[config.mk]
export PLATFORM = sky130hd
export DESIGN_NAME = bus_arbiter_rr2
export DESIGN_NICKNAME = d
export VERILOG_FILES = /design/src/rtl/bus_arbiter_rr2.sv
export SDC_FILE = /design/constraint.sdc
export NUM_CORES = 1
export LEC_CHECK = 0
export ABC_AREA = 1
export CELL_PAD_IN_SITES_DETAIL_PLACEMENT = 1
export CELL_PAD_IN_SITES_GLOBAL_PLACEMENT = 2
export CORE_UTILIZATION = 10
export DETAILED_ROUTE_END_ITERATION = 16
export PLACE_DENSITY = 0.83
export SETUP_SLACK_MARGIN = 0.1
export SLEW_MARGIN = 20
export SYNTH_ARGS = -nofsm -noshare
export SYNTH_HDL_FRONTEND = slang
export SYNTH_SLANG_ARGS = --single-unit
export TNS_END_PERCENT = 10
[constraint.sdc]
create_clock -name clk_i -period 2.2 [get_ports clk_i]
set_input_delay 0.44 -clock clk_i [delete_from_list [all_inputs] [get_ports clk_i]]
set_output_delay 0.44 -clock clk_i [all_outputs]
set_load 0.02 [all_outputs]
[src/rtl/bus_arbiter_rr2.sv]
// bus_arbiter_rr2: two-master to one-slave arbiter for the req/ack/resp bus.
// Latency: zero cycles; request -> slave and response -> master are purely combinational.
// Backpressure: the slave stall (s_ack_i=0) locks the grant; a read is held off while the ID FIFO is full.
//
// Ports:
//   clk_i, rst_i                    clock, synchronous active-high reset
//   m0_* / m1_*                     master request (req/we/addr/be/wdata in), ack/resp/rdata out
//   s_*                             slave request out, s_ack_i / s_resp_i / s_rdata_bi in
//
// Optional feature: define BUS_ARB_FIXED_PRIO_EN to make master 0 always win
// simultaneous requests (no round-robin priority register). The grant lock
// still applies, so a stalled master 1 transfer finishes before master 0 is served.

module bus_arbiter_rr2 #(
   parameter int RESP_DEPTH = 4,   // max outstanding reads, power of two, >= 2
   parameter int RESP_AW    = 2    // log2(RESP_DEPTH)
) (
   input  logic        clk_i,
   input  logic        rst_i,

   input  logic        m0_req_i,
   input  logic        m0_we_i,
   input  logic [31:0] m0_addr_bi,
   input  logic [3:0]  m0_be_bi,
   input  logic [31:0] m0_wdata_bi,
   output logic        m0_ack_o,
   output logic        m0_resp_o,
   output logic [31:0] m0_rdata_bo,

   input  logic        m1_req_i,
   input  logic        m1_we_i,
   input  logic [31:0] m1_addr_bi,
   input  logic [3:0]  m1_be_bi,
   input  logic [31:0] m1_wdata_bi,
   output logic        m1_ack_o,
   output logic        m1_resp_o,
   output logic [31:0] m1_rdata_bo,

   output logic        s_req_o,
   output logic        s_we_o,
   output logic [31:0] s_addr_bo,
   output logic [3:0]  s_be_bo,
   output logic [31:0] s_wdata_bo,
   input  logic        s_ack_i,
   input  logic        s_resp_i,
   input  logic [31:0] s_rdata_bi
);

   localparam logic [RESP_AW:0] FULL_CNT = (RESP_AW+1)'(RESP_DEPTH);

   typedef enum logic {
      ST_IDLE   = 1'b0,
      ST_LOCKED = 1'b1
   } lock_st_t;

   lock_st_t               r_lock_st;
   logic                   r_lock_id;
`ifndef BUS_ARB_FIXED_PRIO_EN
   logic                   r_prio;
`endif

   // ID FIFO: one bit per outstanding read, naming the master that issued it
   logic [RESP_DEPTH-1:0]  r_id_mem;
   logic [RESP_AW-1:0]     r_wr_ptr;
   logic [RESP_AW-1:0]     r_rd_ptr;
   logic [RESP_AW:0]       r_count;

   logic                   w_prio;
   logic                   w_gnt_vld;
   logic                   w_gnt_id;
   logic                   w_g_req;
   logic                   w_g_we;
   logic                   w_fifo_full;
   logic                   w_blocked;
   logic                   w_xfer;
   logic                   w_push;
   logic                   w_pop;
   logic                   w_head;

`ifdef BUS_ARB_FIXED_PRIO_EN
   assign w_prio = 1'b0;
`else
   assign w_prio = r_prio;
`endif

   // Grant: a held lock overrides everything, else single requester, else priority
   always_comb begin
      w_gnt_vld = 1'b0;
      w_gnt_id  = 1'b0;
      if (r_lock_st == ST_LOCKED) begin
         w_gnt_vld = 1'b1;
         w_gnt_id  = r_lock_id;
      end else if (m0_req_i && m1_req_i) begin
         w_gnt_vld = 1'b1;
         w_gnt_id  = w_prio;
      end else if (m0_req_i) begin
         w_gnt_vld = 1'b1;
         w_gnt_id  = 1'b0;
      end else if (m1_req_i) begin
         w_gnt_vld = 1'b1;
         w_gnt_id  = 1'b1;
      end
   end

   assign w_g_req     = w_gnt_id ? m1_req_i : m0_req_i;
   assign w_g_we      = w_gnt_id ? m1_we_i  : m0_we_i;
   assign w_fifo_full = (r_count == FULL_CNT);

   // Full check uses the registered count only: a pop in this cycle does not
   // free the slot until the next cycle, keeping the path free of s_resp_i.
   assign w_blocked = w_gnt_vld & w_g_req & ~w_g_we & w_fifo_full;

   assign s_req_o    = w_gnt_vld & w_g_req & ~w_blocked;
   assign s_we_o     = w_gnt_vld & w_g_we;
   assign s_addr_bo  = !w_gnt_vld ? 32'h0 : (w_gnt_id ? m1_addr_bi  : m0_addr_bi);
   assign s_be_bo    = !w_gnt_vld ? 4'h0  : (w_gnt_id ? m1_be_bi    : m0_be_bi);
   assign s_wdata_bo = !w_gnt_vld ? 32'h0 : (w_gnt_id ? m1_wdata_bi : m0_wdata_bi);

   assign w_xfer   = s_req_o & s_ack_i;
   assign m0_ack_o = w_xfer & ~w_gnt_id;
   assign m1_ack_o = w_xfer &  w_gnt_id;

   assign w_push = w_xfer & ~w_g_we;
   // Responses arriving with nothing outstanding are dropped
   assign w_pop  = s_resp_i & (r_count != '0);
   assign w_head = r_id_mem[r_rd_ptr];

   assign m0_resp_o   = w_pop & ~w_head;
   assign m1_resp_o   = w_pop &  w_head;
   assign m0_rdata_bo = s_rdata_bi;
   assign m1_rdata_bo = s_rdata_bi;

   always_ff @(posedge clk_i) begin
      if (rst_i) begin
         r_lock_st <= ST_IDLE;
         r_lock_id <= 1'b0;
`ifndef BUS_ARB_FIXED_PRIO_EN
         r_prio    <= 1'b0;
`endif
         r_id_mem  <= '0;
         r_wr_ptr  <= '0;
         r_rd_ptr  <= '0;
         r_count   <= '0;
      end else begin
         // A blocked read also takes the lock so the other master cannot slip past it
         case (r_lock_st)
            ST_IDLE: begin
               if ((s_req_o && !s_ack_i) || w_blocked) begin
                  r_lock_st <= ST_LOCKED;
                  r_lock_id <= w_gnt_id;
               end
            end
            ST_LOCKED: begin
               if (w_xfer) begin
                  r_lock_st <= ST_IDLE;
               end
            end
            default: r_lock_st <= ST_IDLE;
         endcase

`ifndef BUS_ARB_FIXED_PRIO_EN
         if (w_xfer) begin
            r_prio <= ~w_gnt_id;
         end
`endif

         if (w_push) begin
            r_id_mem[r_wr_ptr] <= w_gnt_id;
            r_wr_ptr           <= r_wr_ptr + 1'b1;
         end
         if (w_pop) begin
            r_rd_ptr <= r_rd_ptr + 1'b1;
         end
         case ({w_push, w_pop})
            2'b10:   r_count <= r_count + 1'b1;
            2'b01:   r_count <= r_count - 1'b1;
            default: r_count <= r_count;
         endcase
      end
   end

endmodule

==> results.cfg, run 1 <==
[power]
p_clk_frac = 0.161
intPower_mw = 1.38
leakage_nw = 1.95
sw_frac_of_total = 0.428
powerDensity_nw_per_um2 = 525
switching_power_mw = 1.03
total_power_mw = 2.41
p_comb_frac = 0.705
peakVddDrop_uv = 346
pwr-share-seq = 0.134

[final_layout]
drive_gt1_frac = 0.243
antenna_cells = 0
final_common_cell = nor2_1
mostFrequentLayoutCells = nor2_1 (154), clkdlybuf4s50_1 (141), o21ai_0 (63)
fin_nets = 767
area_growth_pct = 98.6
fin_area_sq_um = 4580
final_cells = 869

[grt]
grt_use_total = 0.0889
grtUsageMet2 = 0.163
grt_pass1_vias = 3113
grt-ovfl-total = 0
grt.busiest_layer = met2
use_met1 = 0.103
antenna_found_initial = 1
grtUsageMet3 = 0.0242
grt_pass1_wl_um = 17000
grt_max_degree = 41

[critical_path]
crit_required_ps = 2330
crit_start = r_lock_st
worstPathMaxFanout = 4
worstSetupStartpointType = flip-flop
worst_setup_path_end_kind = flip-flop
r2r_setup_slack_ps = 20
path_class = flip-flop to flip-flop
r2r_start = r_lock_st
rr_worst_depth = 16
arrival_ps = 2320
reg2reg_to = r_count[2]

[drt]
drt-total-wl_um = 11000
vias = 3103
drt_iter0_drc = 98
post_drt_wl_per_cell_um = 12.7
postRouteAntennaNets = 0
dr.pass1.iters = 6
avgViaCountPerCell = 3.57
drc_errors = 0

[sta]
rsz0062_at_grt = true
setup_viol = 0
max_slew_margin = 0.672
setup_slack_ps = 16.0
slew_viol_final = 0
tightest_slew_ps = 487
fmax_mhz = 458
fin_crit_ps = 2180
fin_skew_ps = 1.49
period_share = 0.993
hold_violations = 0

[floorplanning]
die_w_um = 154
core-area_sq_um = 22600
rows = 55
io_pins = 314
die-area_sq_um = 23700
start_util = 0.102
die_h_um = 154

[clocking]
cts_tree = yes
h-tree-depth = 1
cts_buffers = 3
clock_latency_ps = 240
clock-sinks = 14
cts_root_buf = clkbuf_16
postCtsHoldBufs = 0
path_clk_slew_ps = 50
clockBufferDepth = 2

[min_path]
worstHoldPathCells = 2
hold_class = flip-flop to flip-flop
hold_path_end = r_id_mem[3]
min_from = r_id_mem[3]

[synthesis]
ys_seq_area_frac = 0.122
synth.distinct_cells = 23
synthArstFlopShare = 0
synthCells = 418
syn_nets = 600
avgSynthCellArea_sq_um = 5.51
ys_ff_latch = 14
netlist_area_sq_um = 2300
synth_flop_cell = dfxtp_1
yosys_warnings = 0
synth_edf_count = 0

[placement]
place_inst = 858
portBuffers = 217
pre_cts_ws_ps = -761
gp_congestion = 0.730
hpwl_um = 8600
placed_area_sq_um = 4510

[outcome]
status = finished clean

[run]
cap_violations = 0
[per-layer routing]
| metal | wire length (um) | up-vias |
|---|---|---|
| met5 | 17 | - |
| met4 | 197 | 2 |
| li1 | - | 1576 |
| met3 | 936 | 24 |
| met1 | 4460 | 1359 |
| met2 | 5380 | 142 |
[repair_timing]
item	4_1_cts	5_1_grt
endpoints found under the setup margin	81	74
cloned	1	0
hold endpoints to repair	0	0
pin swaps	9	11
gates resized for setup	282	71
setup buffers	5	1
[power by group through the flow]
stage	Combinational [mW]	Clock [mW]	Sequential, mW
after floorplan	0.955	0	0.319
after detailed placement	1.72	0	0.326
after CTS	1.71	0.390	0.322
final	1.69	0.387	0.323
after global placement	1.71	0	0.326
after global routing	1.85	0.407	0.329
[cell usage after synthesis, types with 4 or more instances]
cell	number	share of area
nor2_1	156	0.25
ha_1	5	0.027
nand2_1	21	0.034
o21ai_0	73	0.16
clkbuf_1	12	0.020
a21oi_1	9	0.020
inv_1	24	0.039
buf_4	64	0.21
inv_2	4	0.0065
nor2_2	6	0.016
nand3_1	6	0.013
dfxtp_1	14	0.12
nand2_2	5	0.014
buf_2	10	0.022
[flip-flops by register name, indices dropped and copies added (netlist names)]
signal,cells
r_count,3
r_id_mem,4
r_lock_id,1
r_lock_st,1
r_prio,1
r_rd_ptr,2
r_wr_ptr,2
[worst max-delay path by stage]
stage | to
CTS | r_count[2]
global placement | m0_ack_o
floorplan | r_count[2]
finish | r_count[2]
detailed placement | r_count[2]
global route | r_count[2]
[worst max-delay path, stage by stage, from the launching register on]
cell     delay (ps)
dfxtp_4         360
inv_4            70
nor2_2           50
nor2_4          120
nand2_4          90
buf_6           130
nand2_4          50
nand2_4          60
buf_6           120
nand4_4          70
ha_4            140
inv_2            40
fa_2            360
a21oi_2         160
o21ai_2          70
o21ai_1         110
a21oi_1          50
[area by class of cell]
type / count / area [sq um]
well taps: 285 / 357
clock buffers: 4 / 88.8
repair buffers: 249 / 2330
multi-input cells: 289 / 1410
flip-flops and latches: 14 / 284
fillers: 2781 / 18100
inverters: 28 / 108
[per-stage QoR]
step / utilization / hold WS [ps] / TNS (ps)
global route: 0.202 / 519 / -673
finish: 0.202 / 499 / 0
detailed placement: 0.199 / 489 / -49400
floorplan: - / 452 / 0
CTS: 0.205 / 499 / 0
global placement: 0.199 / 474 / -47270
[kinds of logic after synthesis]
| group | synth area share |
|---|---|
| AO/OA/AOI/OAI | 0.193 |
| XOR/XNOR | 0.00380 |
| adder cells (fa/ha/maj) | 0.0358 |
| buffers and inverters | 0.297 |
| flip-flops | 0.122 |
| AND/OR/NAND/NOR | 0.348 |
No activity file was read; power rests on OpenSTA's default activity.
==> run 2: changes to the inputs <==
SLEW_MARGIN = 0   (was 20)
==> results of run 2 <==
The final DEF is identical to that of run 1; final timing and power are the same.
==> run 3: changes to the inputs <==
clock period = 2.75 ns   (was 2.2 ns; I/O delays follow)
==> run 3 against run 2 <==
  * Clock-buffer cell count down 1
  * Clock power is 30% lower
  * Setup slack gained 240 ps
  * Largest cell class unchanged
  * Combinational power down 22%
  * Critical endpoint is now s_wdata_bo[11]
  * Register-to-register slack gained 430 ps
==> results.cfg, run 3 (synthesized netlist as in run 1, its figures left out) <==
[final_layout]
top_regs = r_id_mem x4, r_count x3
largest_reg_flops = 4
mostFrequentLayoutCells = nor2_1 (156), clkdlybuf4s50_1 (143), o21ai_0 (67)
fin_nets = 756
final_common_cell = nor2_1
area_growth_pct = 96.4
final_cells = 857
drive_gt1_frac = 0.198
top_register = r_id_mem
antenna_cells = 0

[power]
total_power_mw = 1.84
powerDensity_nw_per_um2 = 406
sw_frac_of_total = 0.438
intPower_mw = 1.03
p_clk_frac = 0.148
switching_power_mw = 0.806
pwr-share-seq = 0.141
leakage_nw = 1.87
p_comb_frac = 0.711
peakVddDrop_uv = 312

[drt]
drc_errors = 0
vias = 3090
postRouteAntennaNets = 0
drt-total-wl_um = 11100
drt_iter0_drc = 94
avgViaCountPerCell = 3.61
post_drt_wl_per_cell_um = 13.0
dr.pass1.iters = 4

[clocking]
cts_tree = yes
path_clk_slew_ps = 40
clockBufferDepth = 2
clock_latency_ps = 240
clock-sinks = 14
cts_root_buf = clkbuf_16
h-tree-depth = 1
cts_buffers = 3

[critical_path]
path_class = input port to primary output
worstSetupStartpointType = input port
worstPathMaxFanout = 40
r2r_setup_slack_ps = 450
rr_worst_depth = 16
endpoint = s_wdata_bo[11]
crit_start = m0_req_i
r2r_start = r_lock_st
arrival_ps = 1950
crit_required_ps = 2200
critPathMaxStageDelay_ps = 280
worst_path_most_repeated_cell = nor2_1
slowest_stage = clkdlybuf4s15_2
reg2reg_to = r_count[2]
worst_setup_path_end_kind = primary output
worstPathCellList = dlygate4sd2_1, inv_2, nor2_1, nand2_1, nand2_4, buf_12, o21ai_0, nor2_1, clkdlybuf4s15_2

[placement]
place_inst = 851
pre_cts_ws_ps = -385
gp_congestion = 0.740
portBuffers = 217
hpwl_um = 8620

[outcome]
status = finished clean

[sta]
tightest_slew_ps = 595
setup_viol = 0
period_share = 0.907
tns_ps = 0
hold_violations = 0
fin_skew_ps = 3.20
setup_slack_ps = 254
slew_viol_final = 0
fmax_mhz = 401
rsz0062_at_grt = false
fin_crit_ps = 2500
max_slew_margin = 0.600

[floorplanning]
die_h_um = 154
die_w_um = 154
start_util = 0.102
core-area_sq_um = 22600
die-area_sq_um = 23700
io_pins = 314
rows = 55

[run]
cap_violations = 0

[min_path]
hold_class = flip-flop to flip-flop

[grt]
grt_pass1_vias = 3163
grt_pass1_wl_um = 16500
grt-ovfl-total = 0
grt_max_degree = 41
antenna_found_initial = 2
grt_use_total = 0.0853
[run 3: how the worst min path moves through the flow]
stage	startpoint	to	slack, ps	cells after the start
detailed placement	r_count[2]	r_count[2]	480	2
CTS	r_id_mem[3]	r_id_mem[3]	500	2
global placement	r_count[2]	r_count[2]	470	2
finish	r_id_mem[2]	r_id_mem[2]	500	2
global route	r_id_mem[3]	r_id_mem[3]	520	2
floorplan	r_count[2]	r_count[2]	450	2
[run 3: what timing repair did]
item,CTS,global route
pin swaps,3,6
cloned,0,2
resized for setup,189,47
buffers inserted,0,1
setup endpoints to repair,73,73
hold buffers,0,0
[run 3: layout make-up]
| cell class | count | area [sq um] |
|---|---|---|
| multi-input cells | 289 | 1370 |
| inverters | 28 | 113 |
| flip-flops and latches | 14 | 280 |
| well taps | 285 | 357 |
| clock buffers | 3 | 75.1 |
| repair buffers | 238 | 2330 |
| fillers | 2763 | 18100 |
[run 3: per-layer routing]
metal	global-route usage	wire length (um)	vias up
met1	0.0977	4680	1372
met4	0.0195	219	4
met5	0	23	-
met2	0.153	5300	138
li1	-	-	1549
met3	0.0271	907	27
[run 3: critical path: cells and delay by family]
kind / cells / cell delay, ps
buffers and inverters: 4 / 770
AND/OR/NAND/NOR: 4 / 480
AO/OA/AOI/OAI: 1 / 120
[run 3: power by group through the flow]
stage | combinational, mW | clock, mW | sequential [mW]
2_1_floorplan | 0.764 | 0 | 0.255
3_3_place_gp | 1.34 | 0 | 0.262
3_5_place_dp | 1.36 | 0 | 0.263
4_1_cts | 1.30 | 0.282 | 0.259
5_1_grt | 1.43 | 0.290 | 0.264
6_report | 1.31 | 0.272 | 0.259
[run 3: metrics by stage]
stage | hold slack (ps) | area [sq um] | util
2_1_floorplan | 452 | 2300 | -
3_3_place_gp | 471 | 4460 | 0.197
3_5_place_dp | 484 | 4460 | 0.197
4_1_cts | 499 | 4570 | 0.202
5_1_grt | 516 | 4530 | 0.200
6_report | 495 | 4530 | 0.200
